**src/rtl/hazard_scoreboard_pkg.sv**
```systemverilog
// Constants shared by the decoder and the hazard scoreboard: Tuse/Tnew encodings
// and the default multiply/divide unit latencies.
package hazard_scoreboard_pkg;

    localparam int TW_DEFAULT = 2;

    localparam logic [TW_DEFAULT-1:0] TUSE_NOW    = 2'd0;
    localparam logic [TW_DEFAULT-1:0] TUSE_E      = 2'd1;
    localparam logic [TW_DEFAULT-1:0] TUSE_M      = 2'd2;
    localparam logic [TW_DEFAULT-1:0] TUSE_UNUSED = 2'b11;

    localparam logic [TW_DEFAULT-1:0] TNEW_NONE = 2'd0;
    localparam logic [TW_DEFAULT-1:0] TNEW_ALU  = 2'd1;
    localparam logic [TW_DEFAULT-1:0] TNEW_LOAD = 2'd2;

    localparam int MULT_LAT_DEFAULT = 5;
    localparam int DIV_LAT_DEFAULT  = 10;

    function automatic int max_int(input int a, input int b);
        return (a > b) ? a : b;
    endfunction

    // Width needed to hold the longer of the two MD latencies.
    function automatic int md_cnt_w(input int mult_lat, input int div_lat);
        return $clog2(max_int(mult_lat, div_lat) + 1);
    endfunction

endpackage

```
**src/rtl/hazard_scoreboard_md_busy_counter.sv**
```systemverilog
// Down-counter tracking how many cycles the multiply/divide unit stays busy.
module md_busy_counter
    import hazard_scoreboard_pkg::*;
#(
    parameter int MULT_LAT = MULT_LAT_DEFAULT,
    parameter int DIV_LAT  = DIV_LAT_DEFAULT
) (
    input  logic clk,
    input  logic reset,
    input  logic flush,
    input  logic start,
    input  logic is_div,
    output logic busy
);

    localparam int CW = md_cnt_w(MULT_LAT, DIV_LAT);
    localparam logic [CW-1:0] MULT_LOAD = CW'(MULT_LAT);
    localparam logic [CW-1:0] DIV_LOAD  = CW'(DIV_LAT);

    logic [CW-1:0] cnt_q;
    logic [CW-1:0] cnt_d;

    always_comb begin
        cnt_d = cnt_q;
        if (flush) begin
            cnt_d = '0;
        end else if (start) begin
            cnt_d = is_div ? DIV_LOAD : MULT_LOAD;
        end else if (cnt_q != '0) begin
            cnt_d = cnt_q - CW'(1);
        end
    end

    always_ff @(posedge clk) begin
        if (reset) begin
            cnt_q <= '0;
        end else begin
            cnt_q <= cnt_d;
        end
    end

    assign busy = (cnt_q != '0);

endmodule

```
**src/rtl/hazard_scoreboard.sv**
```systemverilog
// Decode-stage RAW hazard scoreboard: per-register result-latency counters,
// a wildcard counter for late-resolved destinations, and MD unit busy tracking.
module hazard_scoreboard
    import hazard_scoreboard_pkg::*;
#(
    parameter int NREG     = 32,
    parameter int AW       = 5,
    parameter int TW       = 2,
    parameter int MULT_LAT = MULT_LAT_DEFAULT,
    parameter int DIV_LAT  = DIV_LAT_DEFAULT
) (
    input  logic          clk,
    input  logic          reset,
    input  logic          flush,
    input  logic          D_valid,
    input  logic [AW-1:0] D_rs,
    input  logic [AW-1:0] D_rt,
    input  logic [TW-1:0] rs_tuse,
    input  logic [TW-1:0] rt_tuse,
    input  logic          D_we,
    input  logic [AW-1:0] D_dst,
    input  logic [TW-1:0] D_tnew,
    input  logic          D_dst_unknown,
    input  logic          D_md_use,
    input  logic          D_md_start,
    input  logic          D_md_div,
    output logic          stall,
    output logic          stall_rs,
    output logic          stall_rt,
    output logic          stall_md,
    output logic          md_busy
);

    logic [TW-1:0] cnt_q [NREG];
    logic [TW-1:0] cnt_d [NREG];
    logic [TW-1:0] wcnt_q;
    logic [TW-1:0] wcnt_d;
    logic [TW-1:0] rs_cnt;
    logic [TW-1:0] rt_cnt;
    logic          issue;
    logic          load_dst;
    logic          load_wild;

    function automatic logic [TW-1:0] sat_dec(input logic [TW-1:0] x);
        return (x == '0) ? '0 : x - TW'(1);
    endfunction

    // Register 0 is hardwired, so it never contributes a pending write.
    always_comb begin
        rs_cnt = '0;
        rt_cnt = '0;
        if (D_rs != '0 && int'(D_rs) < NREG) rs_cnt = cnt_q[D_rs];
        if (D_rt != '0 && int'(D_rt) < NREG) rt_cnt = cnt_q[D_rt];
    end

    assign stall_rs = D_valid && (D_rs != '0) && ((rs_cnt > rs_tuse) || (wcnt_q > rs_tuse));
    assign stall_rt = D_valid && (D_rt != '0) && ((rt_cnt > rt_tuse) || (wcnt_q > rt_tuse));
    assign stall_md = D_valid && D_md_use && md_busy;
    assign stall    = stall_rs || stall_rt || stall_md;

    assign issue     = D_valid && !stall;
    assign load_dst  = issue && D_we && !D_dst_unknown && (D_dst != '0);
    assign load_wild = issue && D_we && D_dst_unknown;

    // A load on issue wins over the decrement; flush wins over everything.
    always_comb begin
        cnt_d[0] = '0;
        for (int r = 1; r < NREG; r++) begin
            cnt_d[r] = sat_dec(cnt_q[r]);
            if (load_dst && int'(D_dst) == r) cnt_d[r] = D_tnew;
            if (flush) cnt_d[r] = '0;
        end
        wcnt_d = sat_dec(wcnt_q);
        if (load_wild) wcnt_d = D_tnew;
        if (flush) wcnt_d = '0;
    end

    always_ff @(posedge clk) begin
        if (reset) begin
            for (int r = 0; r < NREG; r++) cnt_q[r] <= '0;
            wcnt_q <= '0;
        end else begin
            cnt_q  <= cnt_d;
            wcnt_q <= wcnt_d;
        end
    end

    md_busy_counter #(
        .MULT_LAT (MULT_LAT),
        .DIV_LAT  (DIV_LAT)
    ) u_md_busy (
        .clk    (clk),
        .reset  (reset),
        .flush  (flush),
        .start  (issue && D_md_start),
        .is_div (D_md_div),
        .busy   (md_busy)
    );

endmodule

```
**config.mk**
```make
export PLATFORM = sky130hd
export DESIGN_NAME = hazard_scoreboard
export DESIGN_NICKNAME = d
export VERILOG_FILES = /design/src/rtl/hazard_scoreboard_pkg.sv /design/src/rtl/hazard_scoreboard_md_busy_counter.sv /design/src/rtl/hazard_scoreboard.sv
export SDC_FILE = /design/constraint.sdc
export NUM_CORES = 1
export LEC_CHECK = 0
export ABC_AREA = 1
export CORE_MARGIN = 3
export CORE_UTILIZATION = 61
export DETAILED_ROUTE_END_ITERATION = 7
export MAX_ROUTING_LAYER = met4
export PLACE_DENSITY_LB_ADDON = 0.08
export SLEW_MARGIN = 0
export SYNTH_ARGS = -nofsm -noshare
export SYNTH_HDL_FRONTEND = slang
export SYNTH_SLANG_ARGS = --single-unit
```
**constraint.sdc**
```tcl
create_clock -name clk -period 3.4 [get_ports clk]
set_input_delay 0.34 -clock clk [delete_from_list [all_inputs] [get_ports clk]]
set_output_delay 0.34 -clock clk [all_outputs]
set_load 0.01 [all_outputs]
```
==> results.cfg, run 1 <==
[cells_and_area]
design_area_um2 = 6290
multiInputGateArea_um2 = 3330
fillCellCount = 733
fin_util_pct = 71.5
diodes = 0
fin_nets = 984
areaGrowthSynthToFinish_pct = 13.2
drive_gt1_share_pct = 11.6
regArea_um2 = 1360

[worst_setup_path]
crit_path_start = D_rt[0]
crit_cells = 17
cp-endpoint = stall
r2r_start = cnt_q[57]
path_buf_inv = 5
path_cells = clkdlybuf4s50_1 > inv_1 > buf_12 > nor2_1 > inv_1 > o21ai_0 > o21ai_0 > nand2_1 > nand3_1 > ha_1 > nand2_1 > nand2_1 > nand2_1 > nand2_1 > nand2_2 > nand3_4 > dlygate4sd2_1
crit_top_cell = nand2_1
cp.arrival_ps = 2860
cp_top_family = buffers and inverters
slowest_stage = clkdlybuf4s50_1
max_stage_delay_ps = 450
end_kind = output port
crit_path_start_kind = primary input
rr_endpoint = cnt_q[53]
r2r_setup_slack_ps = 610
r2r_cells = 20
crit_required_ps = 3060
crit_fanout = 30
crit_type = primary input to output port

[sta]
slew_headroom_pct = 52.8
fin_skew_ps = 13.1
finalCriticalPeriod_ps = 3200
worst_slew_pin_slew_ps = 702
rsz0062_at_grt = false
setup_viol = 0
min_period_over_period_pct = 94.2
hold_viol_final = 0
timing.hold.ws_ps = 523
slew_viol_final = 0
fmax_ghz = 0.312

[cts]
cts_inserted_buffers = 9
cts_tree = yes
cts-htree-levels = 3
cts.path.max_buffers = 2
path_clk_slew_ps = 80
cts_setup_buffers = 0
clock_sinks = 68
clk_latency_ps = 360
postCtsHoldBufs = 0
root_buffer = clkbuf_8

[global_route]
gr-usage-all-layers_pct = 36.4
grt-ovfl-total = 0
grt_pass1_vias = 5830
grt_pass1_wl_um = 28700
antenna_found_initial = 0
grt_max_degree = 49

[drt]
dr.pass1.iters = 6
ant_nets = 0
wl_um = 17800
vias = 6340
avgRoutedWirePerCell_um = 16.9
avgViaCountPerCell = 6.00
dr.first_iter.drc_count = 677
drc_errors = 0

[status]
outcome = complete, no violations

[die]
num_rows = 34
die_w_um = 101
start_util_pct = 63.1
die_h_um = 101
core_um2 = 8810
boundaryPins = 35
die-area_um2 = 10300

[logic_synthesis]
syn_area_um2 = 5560
synthCells = 910
yosysTopAreaCell = dfxtp_1
synth_area_per_cell_um2 = 6.11
synth-seq-cells = 68
ys_top_cells_by_count = nand2_1, inv_1, nor2_1, dfxtp_1, nand4_1
synth_edf_count = 0
ys_warn_count = 0
ys.flop_type = dfxtp_1
yosysTopAreaCellShare_pct = 24.5
yosysMostFrequentCell = nand2_1
syn_nets = 950
async_flop_share_pct = 0
synth.area.top_cells = dfxtp_1, nand2_1, inv_1, nor2_1, nand4_1
yosys.cell_types.count = 35
seq_area_frac_synth_pct = 24.5

[hold_path]
hp-class = primary input to flip-flop
min-delay-start = D_we

[power]
p_leak_nw = 2.79
power_density_nw_per_um2 = 315
irDropWorstVdd_v = 0.000197

[placed_design]
place_congestion = 0.993
dp_hpwl_um = 12800
post_dp_cell_area_um2 = 6100
port_buffers = 34

[flow_run]
max-cap-violations = 0
[timing repair]
item / in CTS / in global routing
endpoints found under the hold margin: 0 / 0
endpoints found under the setup margin: 3 / 7
gates cloned: 0 / 1
gates resized for setup: 6 / 3
[per-stage QoR]
stage          TNS (ps)  total power, W  instances  setup WS [ps]
5_1_grt               0         0.00208       1056           2.53
3_3_place_gp      -1940         0.00136       1040          -52.4
4_1_cts               0         0.00197       1055            169
3_5_place_dp      -3330         0.00137       1040          -86.4
2_1_floorplan         0         0.00119        910            787
6_report              0         0.00198       1056            197
[power breakdown]
group | switching [W] | internal [W] | leakage (nW)
Clock | 0.000353 | 0.000260 | 0.0811
Combinational | 0.000352 | 0.000213 | 2.17
Sequential | 0.00000332 | 0.000803 | 0.548
[flip-flops by register name, indices dropped and copies added (netlist names)]
name and cells:
wcnt_q 2, cnt_q 62, u_md_busy.cnt_q 4
[final cells by class]
class / instances / area share [%]
sequential: 68 / 21.6
inverter: 145 / 8.65
tap: 108 / 2.15
clock buffer: 9 / 1.97
timing repair buffer: 76 / 12.0
clock inverter: 6 / 0.676
multi-input combinational: 644 / 52.9
[cells in the final DEF, fill, tap and decap left out, types with 2 or more instances in the layout]
master           count
a22oi_1              2
nor2_2               3
dlygate4sd2_1        3
xor2_1               3
clkinvlp_4           2
nand2_2              4
buf_12               7
inv_2                5
o221ai_1             5
o21ai_1              3
nand4_1             63
dfxtp_1             68
o21bai_1             2
o21ai_0             54
nand2_1            246
nand4_2             31
a21oi_1             33
nor2_1             118
inv_1              140
clkinv_2             2
nor3_1              10
nand3_1             28
o22ai_1              6
nor2_8               2
ha_1                10
clkinv_4             2
nor2_4               2
nand3_2              2
o2111ai_1            4
clkdlybuf4s50_1     28
o211ai_1             8
clkbuf_8             9
buf_4               34
[logic make-up after synthesis]
| family | synth area share, % |
|---|---|
| and+or+nand+nor | 44.7 |
| adders and majority gates | 2.25 |
| xor gates and xnor gates | 0.473 |
| buffers and inverters | 15.9 |
| DFF | 24.5 |
| AOI/OAI and AO/OA | 12.2 |
[metal layers]
metal  GRT usage, %  vias up  wire length, µm
li1               -     3018                -
met1           47.6     2858             7250
met2           55.3      398             7940
met3           5.92       66             2020
met4           16.2        0              618
met5              -        -                0
[worst reg2reg max path, delay by kind of cell, from the launching register on]
kind | cells | cell delay (ps)
simple gates | 13 | 1390
compound gates | 4 | 390
flops | 1 | 370
buf+inv | 2 | 310
fa+ha+maj | 1 | 250
[worst min path at each step]
stage | end | slack, ps | cells after the start
final | cnt_q[30] | 520 | 6
after global routing | cnt_q[61] | 560 | 4
after CTS | cnt_q[31] | 510 | 6
after detailed placement | cnt_q[21] | 520 | 4
after global placement | cnt_q[3] | 510 | 4
after floorplan | wcnt_q[0] | 500 | 3
Power figures use the tool's default switching activity.
==> inputs of run 2 (changes only) <==
CORE_UTILIZATION = 55   (was 61)
GPL_ROUTABILITY_DRIVEN = 0   (was default)
clock period = 2.8 ns   (was 3.4 ns; I/O delays follow)
==> run 2 against run 1 <==
  * Non-clock buffer count is 22 higher
  * Highest routed layer unchanged
  * Critical endpoint is now stall_rs
  * Global-route usage is 4.9 points lower
  * Routed wire length is 0.95% higher
  * Total power is 26% higher
  * Via count is 0.44% lower
  * Clock skew is 2.7 ps higher
==> results.cfg, run 2 (same netlist as run 1, synthesis figures left out) <==
[worst_setup_path]
slowest_stage = dfxtp_2
crit_required_ps = 2520
crit_fanout = 4
r2r_cells = 19
end_kind = output port
path_cells = inv_2 > a21oi_2 > o21ai_1 > o21ai_1 > o211ai_1 > nand2_1 > o21a_1 > ha_4 > inv_1 > o21bai_1 > nand2_1 > nand2_2 > nand2_4 > inv_1 > clkdlybuf4s15_1
cp.arrival_ps = 2430
max_stage_delay_ps = 330
crit_path_start_kind = flip-flop
crit_type = flip-flop to output port

[die]
core_um2 = 9820
die-area_um2 = 11400
die_w_um = 107
boundaryPins = 35
num_rows = 36
start_util_pct = 56.6
die_h_um = 107

[drt]
dr.pass1.iters = 5
wl_um = 18000
ant_nets = 0
drc_errors = 0
dr.first_iter.drc_count = 706
avgViaCountPerCell = 5.71
vias = 6312
avgRoutedWirePerCell_um = 16.3

[cells_and_area]
areaGrowthSynthToFinish_pct = 20.0
diodes = 0
largest-register = cnt_q
reg_top3 = cnt_q (62), u_md_busy.cnt_q (4), wcnt_q (2)
largest_reg_flops = 62
final_common_cell = nand2_1
mostFrequentLayoutCells = nand2_1, inv_1, nor2_1, nand4_1, buf_4
finalNonFillerCells = 1105
drive_gt1_share_pct = 19.3
fin_nets = 1007

[cts]
path_clk_slew_ps = 90
cts_tree = yes
cts_inserted_buffers = 9
clock_sinks = 68
clk_latency_ps = 370
cts.path.max_buffers = 2
cts-htree-levels = 3
root_buffer = clkbuf_8
postCtsHoldBufs = 0

[sta]
slew_viol_final = 0
finalCriticalPeriod_ps = 2710
slew_headroom_pct = 53.2
fmax_ghz = 0.369
fin_skew_ps = 15.7
worst_slew_pin_slew_ps = 702
setup_viol = 0
min_period_over_period_pct = 96.8
hold_viol_final = 0

[placed_design]
port_buffers = 34
dp_hpwl_um = 12400
place_inst = 1080

[hold_path]
min_path_cells = 5
hp-class = primary input to flip-flop

[flow_run]
max-cap-violations = 0

[power]
irDropWorstVdd_v = 0.000253
p_switching_w = 0.000878
power_density_nw_per_um2 = 374
p_leak_nw = 2.95
clkPwrFrac_pct = 30.9
internal_power_w = 0.00162
seq_power_share_pct = 39.2
finalPower_w = 0.00250
sw_frac_of_total_pct = 35.2
p_comb_share_pct = 30.0

[status]
outcome = complete, no violations

[global_route]
grt_pass1_vias = 5636
gr-usage-all-layers_pct = 31.5
grt_max_degree = 68
antenna_found_initial = 0
grt_pass1_wl_um = 27700
grt-ovfl-total = 0
==> run 2: cell types whose count changed in the layout (fill, tap and decap cells not counted), sizes merged <==
| cell | before | now |
|---|---|---|
| buf | 42 | 64 |
| clkbuf | 10 | 17 |
| clkdlybuf4s15 | 1 | 2 |
| clkdlybuf4s50 | 28 | 24 |
| clkinv | 4 | 1 |
| clkinvlp | 2 | 3 |
| dlygate4sd2 | 3 | 0 |
| dlymetal6s2s | 1 | 2 |
| inv | 145 | 146 |
| nor2 | 125 | 126 |
==> run 2: power groups by stage <==
| stage | Clock (W) | Combinational (W) | Sequential [W] |
|---|---|---|---|
| after detailed placement | 0 | 0.000668 | 0.00100 |
| after global routing | 0.000822 | 0.000808 | 0.000979 |
| after CTS | 0.000786 | 0.000667 | 0.000979 |
| after global placement | 0 | 0.000655 | 0.00100 |
| final | 0.000770 | 0.000748 | 0.000978 |
| after floorplan | 0 | 0.000448 | 0.00100 |
==> run 2: worst paths after layout <==
kind | startpoint | end | slack, ps
setup / recovery | cnt_q[57] | stall_rs | 90
hold / removal | D_we | cnt_q[40] | 410
setup reg to reg | cnt_q[57] | cnt_q[32] | 100
hold reg to reg | cnt_q[52] | cnt_q[53] | 530
==> run 2: cell type report <==
class                   count  area [µm²]
multi-input cells         645        3420
fillers                   922        3150
inverters                 145         544
repair buffers             98         963
flip-flops and latches     68        1390
well taps                 133         166
clock buffers              11         141
clock inverters             5        36.3
==> run 2: stage by stage <==
step / util (%) / worst slack [ps] / instance area, µm² / TNS (ps) / hold WS (ps)
3_3_place_gp: 63.4 / -565 / 6230 / -33840 / 507
4_1_cts: 65.3 / 16.8 / 6410 / 0 / 390
6_report: 67.9 / 90.3 / 6670 / 0 / 406
3_5_place_dp: 63.4 / -598 / 6230 / -38860 / 515
5_1_grt: 67.9 / -33.5 / 6670 / -33.5 / 430
2_1_floorplan: - / 247 / 5560 / 0 / 443
==> run 2: timing repair <==
action                     4_1_cts  5_1_grt
pin swaps                        0       26
cloned                           0        6
resized for setup               16       84
setup buffers                    0        3
setup endpoints to repair       71       71
==> run 2: per-layer routing <==
layer | track usage, % | wire length (µm) | vias up
met5 | - | 0 | -
met4 | 10.8 | 460 | 0
met3 | 6.98 | 1810 | 46
met2 | 48.6 | 8020 | 336
met1 | 40.9 | 7700 | 2865
li1 | - | - | 3065
==> run 2: critical path, delay by kind of cell (launching register included) <==
family / cells / cell delay, ps
compound gates: 6 / 720
buf+inv: 4 / 410
flops: 1 / 330
simple gates: 4 / 300
fa+ha+maj: 1 / 280
==> variant (flow settings as in run 1) <==
Reset style: asynchronous (`reset`), changed in 2 clocked blocks.
--- a/src/rtl/hazard_scoreboard_md_busy_counter.sv
+++ b/src/rtl/hazard_scoreboard_md_busy_counter.sv
@@ -33,3 +33,3 @@
 
-    always_ff @(posedge clk) begin
+    always_ff @(posedge clk or posedge reset) begin
         if (reset) begin
--- a/src/rtl/hazard_scoreboard.sv
+++ b/src/rtl/hazard_scoreboard.sv
@@ -77,3 +77,3 @@
 
-    always_ff @(posedge clk) begin
+    always_ff @(posedge clk or posedge reset) begin
         if (reset) begin
Formal check against the unedited RTL: not equivalent (Yosys sat finds a counterexample within 4 cycles, from zero or initial values and one cycle with reset high; the reset may be asserted at any time).
==> variant against run 1 <==
  * Synthesized area up 5.4%
  * Largest cell class unchanged
  * Sequential power increased by 5.5%
  * Final area is 4.4% higher
  * Register-to-register slack worse by 0.07 ns
  * Highest routed layer unchanged
  * Total power is 10% higher
  * Largest power group unchanged
  * Routed wire length down 0.84%
  * Sequential cell count unchanged
  * Setup slack better by 0.093 ns
==> variant: results (changes against run 1) <==
global placement routability congestion 0.9524 (-4.0%); Compound-Gate Fraction of Synth Area 11.33% (-0.88 points); Critical R2R Capture cnt_q[8]; worst vdd ir 316.6 uV (+61%); top post-synthesis cells by area dfrtp_1, nand2_1, inv_1; Slew HR 43.71% (-9.1 points); ant diodes 0 (unchanged); Pleak 0.003303 uW (+18%); Clock Latency Late Sink 0.35 ns; min-delay worst type in2async; Clock Skew 0.01426 ns (+0.001188 ns); cell area after placement 6345 um^2 (+4.1%); ys async rst share 100.0% (+100 points); vias in the first global route 5856 (+0.45%); post-synthesis adder-cell area fraction 1.921% (-0.33 points); dpl ws -0.1363 ns (-0.04993 ns); initial drt markers 664 (-1.9%); WP data arrival 3.40 ns (+0.54 ns); Largest regs cnt_q x62, u_md_busy.cnt_q x4, wcnt_q x2; # nets final 988 (+0.41%); final HPWL from detailed placement 12430 um (-3.1%); post-synth cell types 31 (-11%); Root Buffer clkbuf_8; post-synthesis sequential area ratio 29.03% (+4.5 points); first-pass GRT wire length 29390 um (+2.6%); worst reg2reg startpoint cnt_q[43]; YS warnings 0 (unchanged); routed len/inst 16.32 um (-3.3%); Syn Nets 963 (+1.4%); reg2reg path depth 19 (-5.0%); gr ovfl total 0 (unchanged); Vias/cell 5.791 (-3.5%); XOR/XNOR Fraction of Synth Area 0.2988% (-0.17 points); crit path max fanout 23 (-23%); crit-path leading delay family simple AND/OR/NAND/NOR gates; Synth top cells by count nand2_1, inv_1, nor2_1, dfrtp_1, nand4_1; CTS Buffer Depth 2 (unchanged); CORE AREA 9284 um^2 (+5.4%); Main synth FF type dfrtp_1; reg-to-reg slack, setup 0.54 ns (-0.07 ns); largest net degree at the start of global routing 65 (+33%); Total Routing Usage GR 34.39% (-2.0 points); initial antenna violation count 0 (unchanged); mux cell area share after synthesis 0% (unchanged); outcome complete, no violations; layout cells sized above 1 10.48% (-1.1 points); Pre-Repair DR Iteration Count 8 (+2)
variant: cell types whose count changed in the layout (fill, tap and decap cells not counted), sizes merged, moves of 3 or more:
cell and delta:
o21ai +3, dfxtp -68, o221ai -6, o2111ai -4, or2 +3, nand2 +4
dfrtp +68, dlygate4sd2 -3, nand3 +3, a21oi +14, inv -7, buf -8
variant: cell type report:
cell class,count,area [um^2]
Multi-Input combinational cell,660,3317
Fill cell,863,2715
Sequential cell,68,1702
Timing Repair Buffer,67,659.4
Inverter,142,540.5
Tap cell,129,161.4
Clock buffer,11,131.4
Clock inverter,5,52.55
Timing Repair inverter,1,5.005
variant: logic make-up (layout without fill, tap and decap cells):
logic type,after synthesis,in the layout
flip-flops,68,68
adder cells (fa/ha/maj),9,9
AND/OR/NAND/NOR,523,523
XOR/XNOR,2,2
buffers and inverters,196,226
AO/OA/AOI/OAI,126,126
variant: worst max-delay path by stage:
| stage | start | to | slack, ns | cells past startpoint |
|---|---|---|---|---|
| 3_5_place_dp | D_rs[1] | stall | -0.14 | 15 |
| 6_report | D_rs[0] | cnt_q[8] | 0.29 | 24 |
| 4_1_cts | D_rs[0] | stall_rs | 0.01 | 18 |
| 2_1_floorplan | D_rs[0] | cnt_q[41] | 0.73 | 21 |
| 3_3_place_gp | D_rs[1] | stall | -0.12 | 15 |
| 5_1_grt | D_rs[0] | wcnt_q[0] | 0.05 | 23 |
variant: what timing repair did:
action,CTS,global route
resized for setup,3,17
pin swaps,0,2
endpoints found under the setup margin,2,4
gates cloned,0,1
setup buffers,0,1
variant: routing by layer:
metal | part of all wire (%) | vias up | track usage, %
met5 | 0 | - | -
met4 | 2.9 | 0 | 12.06
met3 | 12 | 52 | 7.883
met2 | 44 | 359 | 51.90
met1 | 42 | 2820 | 45.68
li1 | - | 3041 | -
variant: power by group:
part	total [uW]	switching, uW	internal, uW
Clock	662	327	336
Sequential	851	19.3	832
Combinational	679	431	248
Total	2190	777	1420
variant: through the flow:
step	TNS [ns]	cells	utilization, %	power [uW]	hold WS [ns]
after global placement	-1.074	1065	68.34	1515	0.4993
after CTS	0	1081	70.38	2185	0.4974
after global routing	0	1083	70.75	2311	0.5250
after floorplan	0	924	-	1322	0.4717
final	0	1083	70.75	2193	0.4695
after detailed placement	-2.331	1065	68.34	1534	0.4964
